===== config.mk =====
export PLATFORM = sky130hd
export DESIGN_NAME = trng_byte_collector
export DESIGN_NICKNAME = d
export VERILOG_FILES = /design/src/rtl/trng_byte_collector.sv
export SDC_FILE = /design/constraint.sdc
export NUM_CORES = 1
export LEC_CHECK = 0
export CAP_MARGIN = 20
export CORE_MARGIN = 2
export CORE_UTILIZATION = 57
export DETAILED_ROUTE_END_ITERATION = 7
export MAX_ROUTING_LAYER = met4
export PLACE_DENSITY = 0.83
export SYNTH_ARGS = -nofsm -noshare
export SYNTH_HDL_FRONTEND = slang
export SYNTH_SLANG_ARGS = --single-unit

===== constraint.sdc =====
create_clock -name clk -period 5.1 [get_ports clk]
set_input_delay 0.765 -clock clk [delete_from_list [all_inputs] [get_ports clk]]
set_output_delay 0.765 -clock clk [all_outputs]
set_load 0.1 [all_outputs]

===== src/rtl/trng_byte_collector.sv =====
// Collects raw SR-latch entropy bits, optionally von Neumann debiases them, packs
// WIDTH-bit words onto a valid/ready port and runs a repetition-count health test.
module trng_byte_collector #(
  parameter int WIDTH     = 8,
  parameter int DEBIAS    = 1,
  parameter int REP_LIMIT = 32
) (
  input  logic             clk,
  input  logic             reset,
  input  logic             enabled,
  input  logic             raw_bit,
  output logic [WIDTH-1:0] out_data,
  output logic             out_valid,
  input  logic             out_ready,
  output logic             health_fail,
  output logic [7:0]       drop_cnt
);

  localparam int CW = (WIDTH > 2) ? $clog2(WIDTH) : 1;
  localparam int RW = $clog2(REP_LIMIT + 1);
  localparam logic [CW-1:0] LAST_BIT = CW'(WIDTH - 1);
  localparam logic [RW-1:0] REP_MAX  = RW'(REP_LIMIT);

  typedef enum logic {FIRST, SECOND} pair_e;

  pair_e            state_q, state_d;
  logic             p0_q;
  logic             prev_q;
  logic [WIDTH-1:0] shreg_q;
  logic [CW-1:0]    bcnt_q;
  logic [RW-1:0]    rep_q, rep_d;
  logic             acc_vld, acc_bit;
  logic [WIDTH-1:0] word;
  logic             slot_free;

  function automatic logic [7:0] sat_inc8(input logic [7:0] v);
    return (v == 8'hFF) ? v : v + 8'd1;
  endfunction

  function automatic logic [RW-1:0] sat_inc_rep(input logic [RW-1:0] v);
    return (v >= REP_MAX) ? REP_MAX : v + RW'(1);
  endfunction

  always_ff @(posedge clk) begin
    if (reset) state_q <= FIRST;
    else       state_q <= state_d;
  end

  // Pair FSM: the second sample of a discordant pair yields the first sample's value.
  always_comb begin
    state_d = state_q;
    acc_vld = 1'b0;
    acc_bit = raw_bit;
    if (!enabled) begin
      state_d = FIRST;
    end else if (DEBIAS == 0) begin
      acc_vld = 1'b1;
      state_d = FIRST;
    end else begin
      case (state_q)
        FIRST:  state_d = SECOND;
        SECOND: begin
          state_d = FIRST;
          acc_vld = p0_q ^ raw_bit;
          acc_bit = p0_q;
        end
        default: state_d = FIRST;
      endcase
    end
  end

  always_comb begin
    if (rep_q == '0)            rep_d = RW'(1);
    else if (raw_bit == prev_q) rep_d = sat_inc_rep(rep_q);
    else                        rep_d = RW'(1);
  end

  assign word      = {shreg_q[WIDTH-2:0], acc_bit};
  assign slot_free = !out_valid || out_ready;

  always_ff @(posedge clk) begin
    if (reset) begin
      out_data    <= '0;
      out_valid   <= 1'b0;
      health_fail <= 1'b0;
      drop_cnt    <= '0;
      shreg_q     <= '0;
      bcnt_q      <= '0;
      rep_q       <= '0;
      prev_q      <= 1'b0;
      p0_q        <= 1'b0;
    end else begin
      if (out_valid && out_ready) out_valid <= 1'b0;
      if (enabled) begin
        if (state_q == FIRST) p0_q <= raw_bit;
        prev_q <= raw_bit;
        rep_q  <= rep_d;
        if (rep_d == REP_MAX) health_fail <= 1'b1;
        if (acc_vld) begin
          shreg_q <= word;
          if (bcnt_q == LAST_BIT) begin
            bcnt_q <= '0;
            // A word completing while the slot is busy (or after a health failure) is lost.
            if (!health_fail && slot_free) begin
              out_data  <= word;
              out_valid <= 1'b1;
            end else if (!health_fail) begin
              drop_cnt <= sat_inc8(drop_cnt);
            end
          end else begin
            bcnt_q <= bcnt_q + CW'(1);
          end
        end
      end else begin
        shreg_q <= '0;
        bcnt_q  <= '0;
        rep_q   <= '0;
      end
    end
  end

endmodule


Yosys cells after proc, flatten, opt, wreduce, memory -nomap -nowiden
Cells that the tools add are included.

Register bits: 37. Output and inout port bits: 18. Word-level logic and storage cells: 47.

Add/subtract/negate cells: 3. Order comparisons: 1. Eq/ne operators: 4. Multiplexer cells: 13. Bitwise operators: 6. Reduce and logical (&&, ||, !) cells: 10.

Operators by type and width (number): 2-to-1 mux 6 bit (3); adder 8 x 1 -> 8 bit, second input constant (1); == test 8 bit, second input constant (1); 2-to-1 mux 1 bit (8); adder 6 x 1 -> 6 bit, second input constant (1); == test 6 bit, second input constant (1); >= comparator 6 bit, second input constant (1); zero test 6 bit (1); AND reduction 6 bit (1); inverter 1 bit (5); AND reduction 4 bit (1); adder 3 x 1 -> 3 bit, second input constant (1); == test 3 bit, second input constant (1); 2-to-1 mux 3 bit (1); logical AND 1 bit (2); zero test 1 bit (2); one-hot mux 1 bit (2 select lines) (1); AND reduction 2 bit (1); OR reduction 2 bit (1); == test 1 bit (1); logical OR 1 bit (1); XOR 1 bit (1).

Depth between registers and ports, before layout
Gate-level depths: netlist of the first run.

Word-level depth: 7. Mapped depth: 7. Depth with buffers taken out: 6.

Worst setup path after synthesis of the first run
OpenSTA, ideal clock, no wires.

Path type: register to register. From: register out_valid. To: register drop_cnt[7]. Arrival: 2450 ps. Data required time: 4977 ps. Setup slack: 2527 ps. Cell stages (with the launch flop): 6. Path through: dfxtp_1 nor2b_1 or4b_4 buf_2 nor4_2 mux2_1.

Word-level cells in the longest chain between the ends: 5.

Ends and longest elaborated chain: start, declared (RTL line 13) `output logic out_valid,`; start signal, assigned (RTL line 84) `out_valid <= 1'b0;`; start signal, assigned (RTL line 93) `if (out_valid && out_ready) out_valid <= 1'b0;`; start signal, assigned (RTL line 106) `out_valid <= 1'b1;`; zero test 1 bit (RTL line 79) `assign slot_free = !out_valid || out_ready;`; logical OR 1 bit (RTL line 79); logical AND 1 bit (RTL line 104) `if (!health_fail && slot_free) begin`; inverter 1 bit (no line); AND reduction 6 bit (no line); end signal, assigned (RTL line 108) `drop_cnt <= sat_inc8(drop_cnt);`; end, declared (RTL line 16) `output logic [7:0] drop_cnt`.

No other way between the ends. A chain may end at the register's enable or synchronous reset.

Final worst setup path of the first run
From: register drop_cnt[3]. To: output drop_cnt[3].

No word-level cell between the ends.

==> results.json, run 1 <==
{
  "synth.area.top_cells": "dfxtp_1 (46%), mux2i_1 (12%), nor2_1 (7.2%), ha_1 (3.9%), a21oi_1 (2.2%)",
  "rr_startpoint": "bcnt_q[0]",
  "dp_hpwl_mm": 2.18,
  "drv_cap": 0,
  "p_sw_mw": 0.114,
  "worst_slew_pin_slew_ps": 974,
  "slew_violations": 0,
  "r2r_slack_ps": 2850,
  "netlist_area_sq_um": 1610,
  "die_area_sq_um": 3270,
  "rsz0062_at_grt": "false",
  "clk_pin_slew_ps": 110,
  "synth_most_common_cell": "dfxtp_1",
  "p_leak_nw": 0.652,
  "hold_path.class": "flop to flop",
  "fin_util_pct": 70.6,
  "worstSetupStartpoint": "drop_cnt[3]",
  "timing.fmax_mhz": 367,
  "cts_setup_buffers": 0,
  "r2r-end": "drop_cnt[5]",
  "worst_setup_path_end_kind": "primary output",
  "drive_gt1_share_pct": 7.65,
  "vias": 1287,
  "async_reset_ff_share_pct": 0,
  "final.period_utilization_pct": 53.4,
  "die-height_um": 57.2,
  "io_buffers": 22,
  "crit_type": "flop to primary output",
  "dr.first_iter.drc_count": 56,
  "root_buffer": "clkbuf_4",
  "clkPwrFrac_pct": 34.5,
  "synth_top_flop_cell": "dfxtp_1",
  "arrival_ps": 1960,
  "hold_ws_ps": 507,
  "gp_congestion": 0.831,
  "viasPerCell": 5.67,
  "worstHoldPathCells": 2,
  "worst_path_max_delay_cell": "clkdlybuf4s50_1",
  "status": "completed",
  "setup_slack_ps": 2380,
  "wl_per_cell_um": 13.5,
  "n_antenna_cell": 0,
  "yosysWarningCount": 0,
  "period_needed_ps": 2720,
  "antenna_left": 0,
  "setup_violations": 0,
  "h-tree-depth": 2,
  "max_stage_delay_ps": 1170,
  "r2r_cells": 6,
  "hold_viol": 0,
  "relSlewSlack_pct": 34.8,
  "min_from": "out_data[3]",
  "grt_remaining_overflow": 0,
  "cts.path.max_buffers": 2,
  "die_w_um": 57.2,
  "layout.nets": 205,
  "avgSynthCellArea_sq_um": 9.32,
  "synth.distinct_cells": 38,
  "area_delta_synth_final_pct": 18.8,
  "p_per_area_nw_per_um2": 251,
  "cts_buffers": 5,
  "pwr-share-comb_pct": 4.5,
  "worstPathCellList": "clkdlybuf4s50_1",
  "post-route-drc-count": 0,
  "synth_common_cells": "dfxtp_1 (37), nor2_1 (31), mux2i_1 (19)",
  "fp-row-count": 19,
  "ir_worst_vdd_mv": 0.250,
  "holdPathEnd": "out_data[3]",
  "swShare_pct": 23.7,
  "netlist_instances": 173,
  "yosysSeqAreaShare_pct": 46.0,
  "grt_pass1_vias": 1276,
  "tritoncts": "yes",
  "finClkSkew_ps": 7.50,
  "clk_latency_ps": 350,
  "coreArea_sq_um": 2710,
  "start_util_pct": 59.5,
  "final.setup.tns_ps": 0,
  "start_kind": "flop",
  "synth_edf_count": 0,
  "cts.sinks": 37,
  "synth_top_cell_area_share_pct": 46.0,
  "drt-total-wl_mm": 3.07,
  "grt_pass1_wl_mm": 5.41,
  "cp_data_required_time_ps": 4340,
  "crit_buf_inv": 1,
  "ys_seq_elements": 37,
  "ctsHoldBuffers": 0,
  "post-place-ws_ps": 2110,
  "grt_usage_pct": 22.1,
  "p_int_mw": 0.367,
  "antenna_found_initial": 0,
  "ios": 23,
  "synth_top_area_cell": "dfxtp_1",
  "cpLargestDelayFamily": "buffers and inverters",
  "drtPass1Iterations": 5,
  "grt_max_degree": 20,
  "cp_max_fo": 6,
  "cts_resized": 0,
  "seq_power_share_pct": 61.0,
  "synth_fp_nets": 183,
  "power_mw": 0.481
}
-- power by group through the flow --
stage | Clock [mW] | Sequential (mW) | Combinational, mW
floorplan | 0 | 0.299 | 0.0155
global placement | 0 | 0.300 | 0.0207
detailed placement | 0 | 0.300 | 0.0216
CTS | 0.171 | 0.293 | 0.0218
global route | 0.181 | 0.294 | 0.0247
finish | 0.166 | 0.293 | 0.0218
-- layout by cell type, fill, tap and decap left out, types with 5 or more instances in the layout --
master and n:
ha_1 5, nor3_1 5, nand2_1 9, clkdlybuf4s50_1 22, mux2i_1 19, clkbuf_4 5, inv_1 5, a21oi_1 7
dfxtp_1 37, nand3_1 5, nor2_1 31
-- registers in the layout (all words and copies together) (netlist names) --
name         cells
out_valid        1
rep_q            6
bcnt_q           3
health_fail      1
drop_cnt         8
shreg_q          7
out_data         8
prev_q           1
state_q          1
p0_q             1
-- per-stage QoR --
stage / cell area [sq um] / instances
floorplan: 1610 / 173
global placement: 1850 / 219
detailed placement: 1850 / 219
CTS: 1910 / 227
global route: 1910 / 227
finish: 1910 / 227
-- worst max path at each step --
| stage | depth (start not counted) | to |
|---|---|---|
| after floorplan | 5 | drop_cnt[7] |
| after global placement | 5 | rep_q[4] |
| after detailed placement | 5 | rep_q[4] |
| after CTS | 1 | drop_cnt[2] |
| after global routing | 5 | rep_q[4] |
| final | 1 | drop_cnt[3] |
-- area by class of cell --
| type | count | area (sq um) |
|---|---|---|
| well taps | 31 | 38.8 |
| multi-input cells | 123 | 823 |
| repair buffers | 23 | 228 |
| clock inverters | 2 | 13.8 |
| clock buffers | 6 | 51.3 |
| fillers | 227 | 796 |
| inverters | 5 | 18.8 |
| flip-flops and latches | 37 | 741 |
-- logic make-up after synthesis --
family,count (synthesis),synth area share [%]
buf+inv,13,3.34
fa+ha+maj,5,3.88
xor+xnor,5,2.72
compound gates,22,9.24
mux,21,13.2
flops,37,46.0
simple gates,70,21.7
-- routing by layer --
metal	up-vias	part of all wire, %	track usage [%]
li1	650	-	-
met1	586	44	24.1
met2	41	49	35.3
met3	10	5.0	5.67
met4	0	2.0	14.6
met5	-	0	-
-- worst min-delay path, stage by stage, from the launching register on --
cell and delay (ps):
dfxtp_1 350, mux2i_1 60, nor2_1 70
(Power assumes the default switching activity.)
==> run 2, diff against run 1 <==
--- a/config.mk
+++ b/config.mk
@@ -7,10 +7,10 @@
 export LEC_CHECK = 0
 export CAP_MARGIN = 20
 export CORE_MARGIN = 2
-export CORE_UTILIZATION = 57
+export CORE_UTILIZATION = 48
 export DETAILED_ROUTE_END_ITERATION = 7
 export MAX_ROUTING_LAYER = met4
-export PLACE_DENSITY = 0.83
+export PLACE_DENSITY = 0.74
 export SYNTH_ARGS = -nofsm -noshare
 export SYNTH_HDL_FRONTEND = slang
 export SYNTH_SLANG_ARGS = --single-unit
==> constraint.sdc (replaced) <==
create_clock -name clk -period 2.21 [get_ports clk]
set_input_delay 0.3315 -clock clk [delete_from_list [all_inputs] [get_ports clk]]
set_output_delay 0.3315 -clock clk [all_outputs]
set_load 0.1 [all_outputs]
==> run 2 against run 1 <==
Non-clock buffer count up 13. Worst hold slack better by 4.9 ps. Sequential share of layout area down 1.2 points. Register-to-register slack worse by 2800 ps. Critical path depth up 5. Cell area up 5.5%. First-iteration DRC count up 75%. Sequential power up 130%. Global-route usage down 1.5 points. Critical endpoint is now drop_cnt[7]. Largest power group unchanged.
==> results.json, run 2 (same netlist as run 1, synthesis figures left out) <==
{
  "status": "completed",
  "worst_slew_pin_slew_ps": 450,
  "fp-row-count": 21,
  "timing.fmax_mhz": 465,
  "grt_usage_pct": 20.6,
  "h-tree-depth": 2,
  "start_util_pct": 49.1,
  "final.setup.tns_ps": 0,
  "fin_cells": 255,
  "drt-total-wl_mm": 3.30,
  "antenna_found_initial": 0,
  "cp_max_fo": 7,
  "die_w_um": 61.9,
  "post-route-drc-count": 0,
  "max_stage_delay_ps": 620,
  "grt_use_met3_pct": 7.25,
  "worstSetupStartpoint": "bcnt_q[0]",
  "ctsHoldBuffers": 0,
  "p_per_area_nw_per_um2": 554,
  "final.period_utilization_pct": 97.2,
  "period_needed_ps": 2150,
  "rr_startpoint": "bcnt_q[0]",
  "cts.path.max_buffers": 2,
  "n_antenna_cell": 0,
  "crit_path_end": "drop_cnt[7]",
  "hold_path.class": "flop to flop",
  "layout.nets": 218,
  "rsz0062_at_grt": "true",
  "cp_data_required_time_ps": 2450,
  "r2r_cells": 6,
  "worstPathCellList": "ha_1 -> ha_2 -> nand2b_1 -> or4b_4 -> nor4_2 -> mux2_1",
  "grt_remaining_overflow": 0,
  "ir_worst_vdd_mv": 0.359,
  "clk_latency_ps": 350,
  "mostFrequentLayoutCells": "buf_4 (32), nor2_1 (31), dfxtp_1 (26), mux2i_1 (19), dfxtp_2 (10)",
  "drtPass1Iterations": 5,
  "grt_pass1_vias": 1293,
  "seq_power_share_pct": 60.4,
  "drive_gt1_share_pct": 28.2,
  "dp_hpwl_mm": 2.39,
  "clkPwrFrac_pct": 34.1,
  "use_met2_pct": 34.2,
  "die_area_sq_um": 3840,
  "gp_congestion": 0.830,
  "pwr-share-comb_pct": 5.5,
  "reg.largest.list": "drop_cnt x8, out_data x8, shreg_q x7",
  "coreArea_sq_um": 3280,
  "busiest_layer": "met2",
  "area_delta_synth_final_pct": 25.3,
  "wl_per_cell_um": 12.9,
  "relSlewSlack_pct": 69.6,
  "setup_violations": 0,
  "vias": 1339,
  "p_sw_mw": 0.264,
  "r2r_slack_ps": 60,
  "worst_path_max_delay_cell": "or4b_4",
  "grt_pass1_wl_mm": 5.51,
  "slew_violations": 0,
  "swShare_pct": 23.6,
  "crit_buf_inv": 0,
  "p_int_mw": 0.854,
  "cts.sinks": 37,
  "tritoncts": "yes",
  "groute.layer.met1.usage_pct": 21.9,
  "die-height_um": 61.9,
  "dr.first_iter.drc_count": 98,
  "critical_path_cell_count": 6,
  "final_common_cell": "buf_4",
  "viasPerCell": 5.25,
  "r2r-end": "drop_cnt[7]",
  "root_buffer": "clkbuf_4",
  "antenna_left": 0,
  "p_leak_nw": 0.755,
  "grt_max_degree": 19,
  "dpl.cell_count": 245,
  "clk_pin_slew_ps": 110,
  "finClkSkew_ps": 13.1,
  "arrival_ps": 2390,
  "start_kind": "flop",
  "worst_setup_path_end_kind": "flop",
  "ios": 23,
  "cpLargestDelayFamily": "simple AND/OR/NAND/NOR gates",
  "cts_buffers": 5,
  "fillers": 288,
  "drv_cap": 0,
  "io_buffers": 22,
  "crit_type": "flop to flop",
  "hold_viol": 0
}
[run 2: changes by cell type in the layout (fill, tap and decap cells not counted), sizes merged]
cell	previous run	this run
buf	1	32
clkdlybuf4s50	22	4
[run 2: final cells by class]
type	instances	area, sq um	area share [%]
repair buffers	36	280	13.9
clock inverters	2	13.8	0.682
inverters	5	18.8	0.929
well taps	46	57.6	2.85
flip-flops and latches	37	757	37.5
clock buffers	6	51.3	2.54
multi-input cells	123	841	41.6
[run 2: how the worst min path moves through the flow]
| stage | end | cells after the start | startpoint |
|---|---|---|---|
| after floorplan | state_q | 1 | state_q |
| after global placement | drop_cnt[1] | 2 | drop_cnt[1] |
| after detailed placement | out_data[4] | 2 | out_data[4] |
| after CTS | drop_cnt[4] | 2 | drop_cnt[4] |
| after global routing | health_fail | 1 | health_fail |
| final | drop_cnt[1] | 2 | drop_cnt[1] |
[run 2: worst register-to-register path, stage by stage, from the launching register on]
cell	delay (ps)
dfxtp_2	360
ha_1	160
ha_2	170
nand2b_1	100
or4b_4	620
nor4_2	300
mux2_1	340
[run 2: repair_timing]
| item | in CTS | in global routing |
|---|---|---|
| pin swaps | 0 | 3 |
| resized for setup | 1 | 4 |
| buffers inserted | 0 | 2 |
| setup endpoints to repair | 1 | 6 |
[run 2: layer usage]
layer / wire, um / vias up / share of wire, %
met4: 19 / 0 / 0.58
met3: 131 / 2 / 4.0
met2: 1650 / 25 / 50
met5: 0 / - / 0
met1: 1500 / 635 / 45
li1: - / 677 / -
[run 2: metrics by stage]
| step | hold slack [ps] | worst slack, ps | util [%] | instance area [sq um] | power [mW] |
|---|---|---|---|---|---|
| floorplan | 456 | 68.0 | - | 1630 | 0.725 |
| global placement | 475 | -58.2 | 58.5 | 1920 | 0.750 |
| detailed placement | 488 | -119 | 58.5 | 1920 | 0.752 |
| CTS | 511 | 17.7 | 60.6 | 1990 | 1.13 |
| global route | 523 | -28.1 | 61.5 | 2020 | 1.17 |
| finish | 512 | 61.0 | 61.5 | 2020 | 1.12 |
[run 2: power by group through the flow]
stage	sequential, mW	combinational [mW]	clock (mW)
after floorplan	0.689	0.0358	0
after global placement	0.690	0.0600	0
after detailed placement	0.691	0.0615	0
after CTS	0.675	0.0618	0.397
after global routing	0.677	0.0682	0.428
final	0.675	0.0614	0.382
==> run 3, diff against run 2 <==
--- a/config.mk
+++ b/config.mk
@@ -9,6 +9,7 @@
 export CORE_MARGIN = 2
 export CORE_UTILIZATION = 48
 export DETAILED_ROUTE_END_ITERATION = 7
+export GPL_TIMING_DRIVEN = 0
 export MAX_ROUTING_LAYER = met4
 export PLACE_DENSITY = 0.74
 export SYNTH_ARGS = -nofsm -noshare
==> run 3 against run 2 <==
Die area unchanged. Via count down 1.2%. Utilization down 1.1 points. Largest cell class unchanged. Largest power group unchanged.
==> results.json, run 3 (same netlist as run 1, synthesis figures left out) <==
{
  "ir_worst_vdd_mv": 0.446,
  "relSlewSlack_pct": 34.7,
  "wl_per_cell_um": 12.8,
  "cp_data_required_time_ps": 1880,
  "clk_latency_ps": 350,
  "worst_setup_path_end_kind": "primary output",
  "max_stage_delay_ps": 1140,
  "r2r_slack_ps": 80,
  "crit_type": "flop to primary output",
  "final_common_cell": "nor2_1",
  "setup_violations": 0,
  "seq_power_share_pct": 64.1,
  "cpLargestDelayFamily": "buffers and inverters",
  "place_area_sq_um": 1880,
  "root_buffer": "clkbuf_4",
  "rr_startpoint": "bcnt_q[0]",
  "ios": 23,
  "start_util_pct": 49.1,
  "worstPathCellList": "clkdlybuf4s50_1",
  "drv_cap": 0,
  "r2r-end": "drop_cnt[5]",
  "antenna_left": 0,
  "antenna_found_initial": 0,
  "r2r_cells": 6,
  "drtPass1Iterations": 4,
  "cts.path.max_buffers": 2,
  "coreArea_sq_um": 3280,
  "critical_path_cell_count": 1,
  "die_w_um": 61.9,
  "pwr-share-comb_pct": 4.7,
  "fin_util_pct": 60.3,
  "worstSetupStartpoint": "out_data[2]",
  "die-height_um": 61.9,
  "hold_path.class": "primary input to flop",
  "post-route-drc-count": 0,
  "cts.sinks": 37,
  "swShare_pct": 23.5,
  "crit_buf_inv": 1,
  "status": "completed",
  "grt_max_degree": 14,
  "vias": 1323,
  "p_int_mw": 0.806,
  "fp-row-count": 21,
  "clkPwrFrac_pct": 31.2,
  "fin_area_sq_um": 1980,
  "layout.nets": 213,
  "dp_hpwl_mm": 2.26,
  "fin_cells": 249,
  "h-tree-depth": 2,
  "regArea_sq_um": 757,
  "timing.fmax_mhz": 463,
  "reg.largest.list": "drop_cnt x8, out_data x8, shreg_q x7",
  "die_area_sq_um": 3840,
  "worst_slew_pin_slew_ps": 977,
  "gp_congestion": 0.763,
  "slew_violations": 0,
  "ctsHoldBuffers": 0,
  "final.period_utilization_pct": 97.7,
  "hold_ws_ps": 294,
  "arrival_ps": 1830,
  "viasPerCell": 5.31,
  "grt_remaining_overflow": 0,
  "n_antenna_cell": 0,
  "power_mw": 1.05,
  "drt-total-wl_mm": 3.19,
  "grt_pass1_vias": 1167,
  "cts_buffers": 5,
  "grt_usage_pct": 18.6,
  "multiInputGateArea_sq_um": 832,
  "mostFrequentLayoutCells": "nor2_1 (31), dfxtp_1 (26), mux2i_1 (19), dfxtp_2 (10), nand2_1 (9)",
  "clk_pin_slew_ps": 100,
  "dpl.cell_count": 239,
  "rsz0062_at_grt": "true",
  "p_sw_mw": 0.248,
  "drive_gt1_share_pct": 13.8,
  "finClkSkew_ps": 9.84,
  "crit_path_end": "out_data[2]",
  "grt_pass1_wl_mm": 4.95,
  "p_leak_nw": 0.833,
  "cp_max_fo": 2,
  "start_kind": "flop",
  "fillers": 301,
  "tritoncts": "yes",
  "hold_viol": 0,
  "dr.first_iter.drc_count": 82,
  "worst_path_max_delay_cell": "clkdlybuf4s50_1",
  "area_delta_synth_final_pct": 23.0,
  "period_needed_ps": 2160,
  "p_per_area_nw_per_um2": 532,
  "io_buffers": 20
}
## run 3: cell types whose count changed in the layout (fill, tap and decap cells not counted), moves of 2 or more
cell / change
buf_2: +2
clkbuf_1: +6
dlygate4sd2_1: +4
buf_4: -29
dlymetal6s2s_1: +8
clkdlybuf4s50_1: +4
## run 3: power groups by stage
stage / Sequential [mW] / Combinational [mW] / Clock (mW)
final: 0.676 / 0.0497 / 0.328
after global routing: 0.677 / 0.0552 / 0.373
after CTS: 0.676 / 0.0502 / 0.341
after detailed placement: 0.691 / 0.0498 / 0
after global placement: 0.690 / 0.0478 / 0
after floorplan: 0.689 / 0.0358 / 0
## run 3: worst min-delay path by stage
| stage | from | to | slack [ps] | depth (start not counted) |
|---|---|---|---|---|
| after global placement | state_q | state_q | 470 | 1 |
| after CTS | raw_bit | p0_q | 290 | 3 |
| after global routing | raw_bit | p0_q | 320 | 3 |
| final | raw_bit | p0_q | 290 | 3 |
| after floorplan | state_q | state_q | 460 | 1 |
| after detailed placement | drop_cnt[4] | drop_cnt[4] | 490 | 2 |
## run 3: metrics by stage
step           TNS, ps  setup WS, ps
2_1_floorplan        0          68.0
3_3_place_gp     -1300          -345
3_5_place_dp     -1710          -398
4_1_cts              0          5.51
5_1_grt          -4.37         -4.37
6_report             0          51.5
## run 3: area by class of cell
| type | count | share of cell area, % |
|---|---|---|
| Buffer | 7 | 1.52 |
| Tap cell | 46 | 2.90 |
| Multi-Input combinational cell | 123 | 42.0 |
| Clock inverter | 1 | 0.253 |
| Timing Repair Buffer | 24 | 12.1 |
| Clock buffer | 6 | 2.08 |
| Inverter | 5 | 0.947 |
| Sequential cell | 37 | 38.2 |
## run 3: metal layers
metal	vias to the layer above	share of wire, %	track usage, %
li1	667	-	-
met1	630	45	20.1
met2	21	50	31.3
met3	5	3.6	5.59
met4	0	1.7	8.21
met5	-	0	-
## run 3: what timing repair did
item                       in CTS  in global routing
pin swaps                       0                  1
setup endpoints to repair       5                 11
gates resized for setup         6                 10
setup buffers                   0                  3
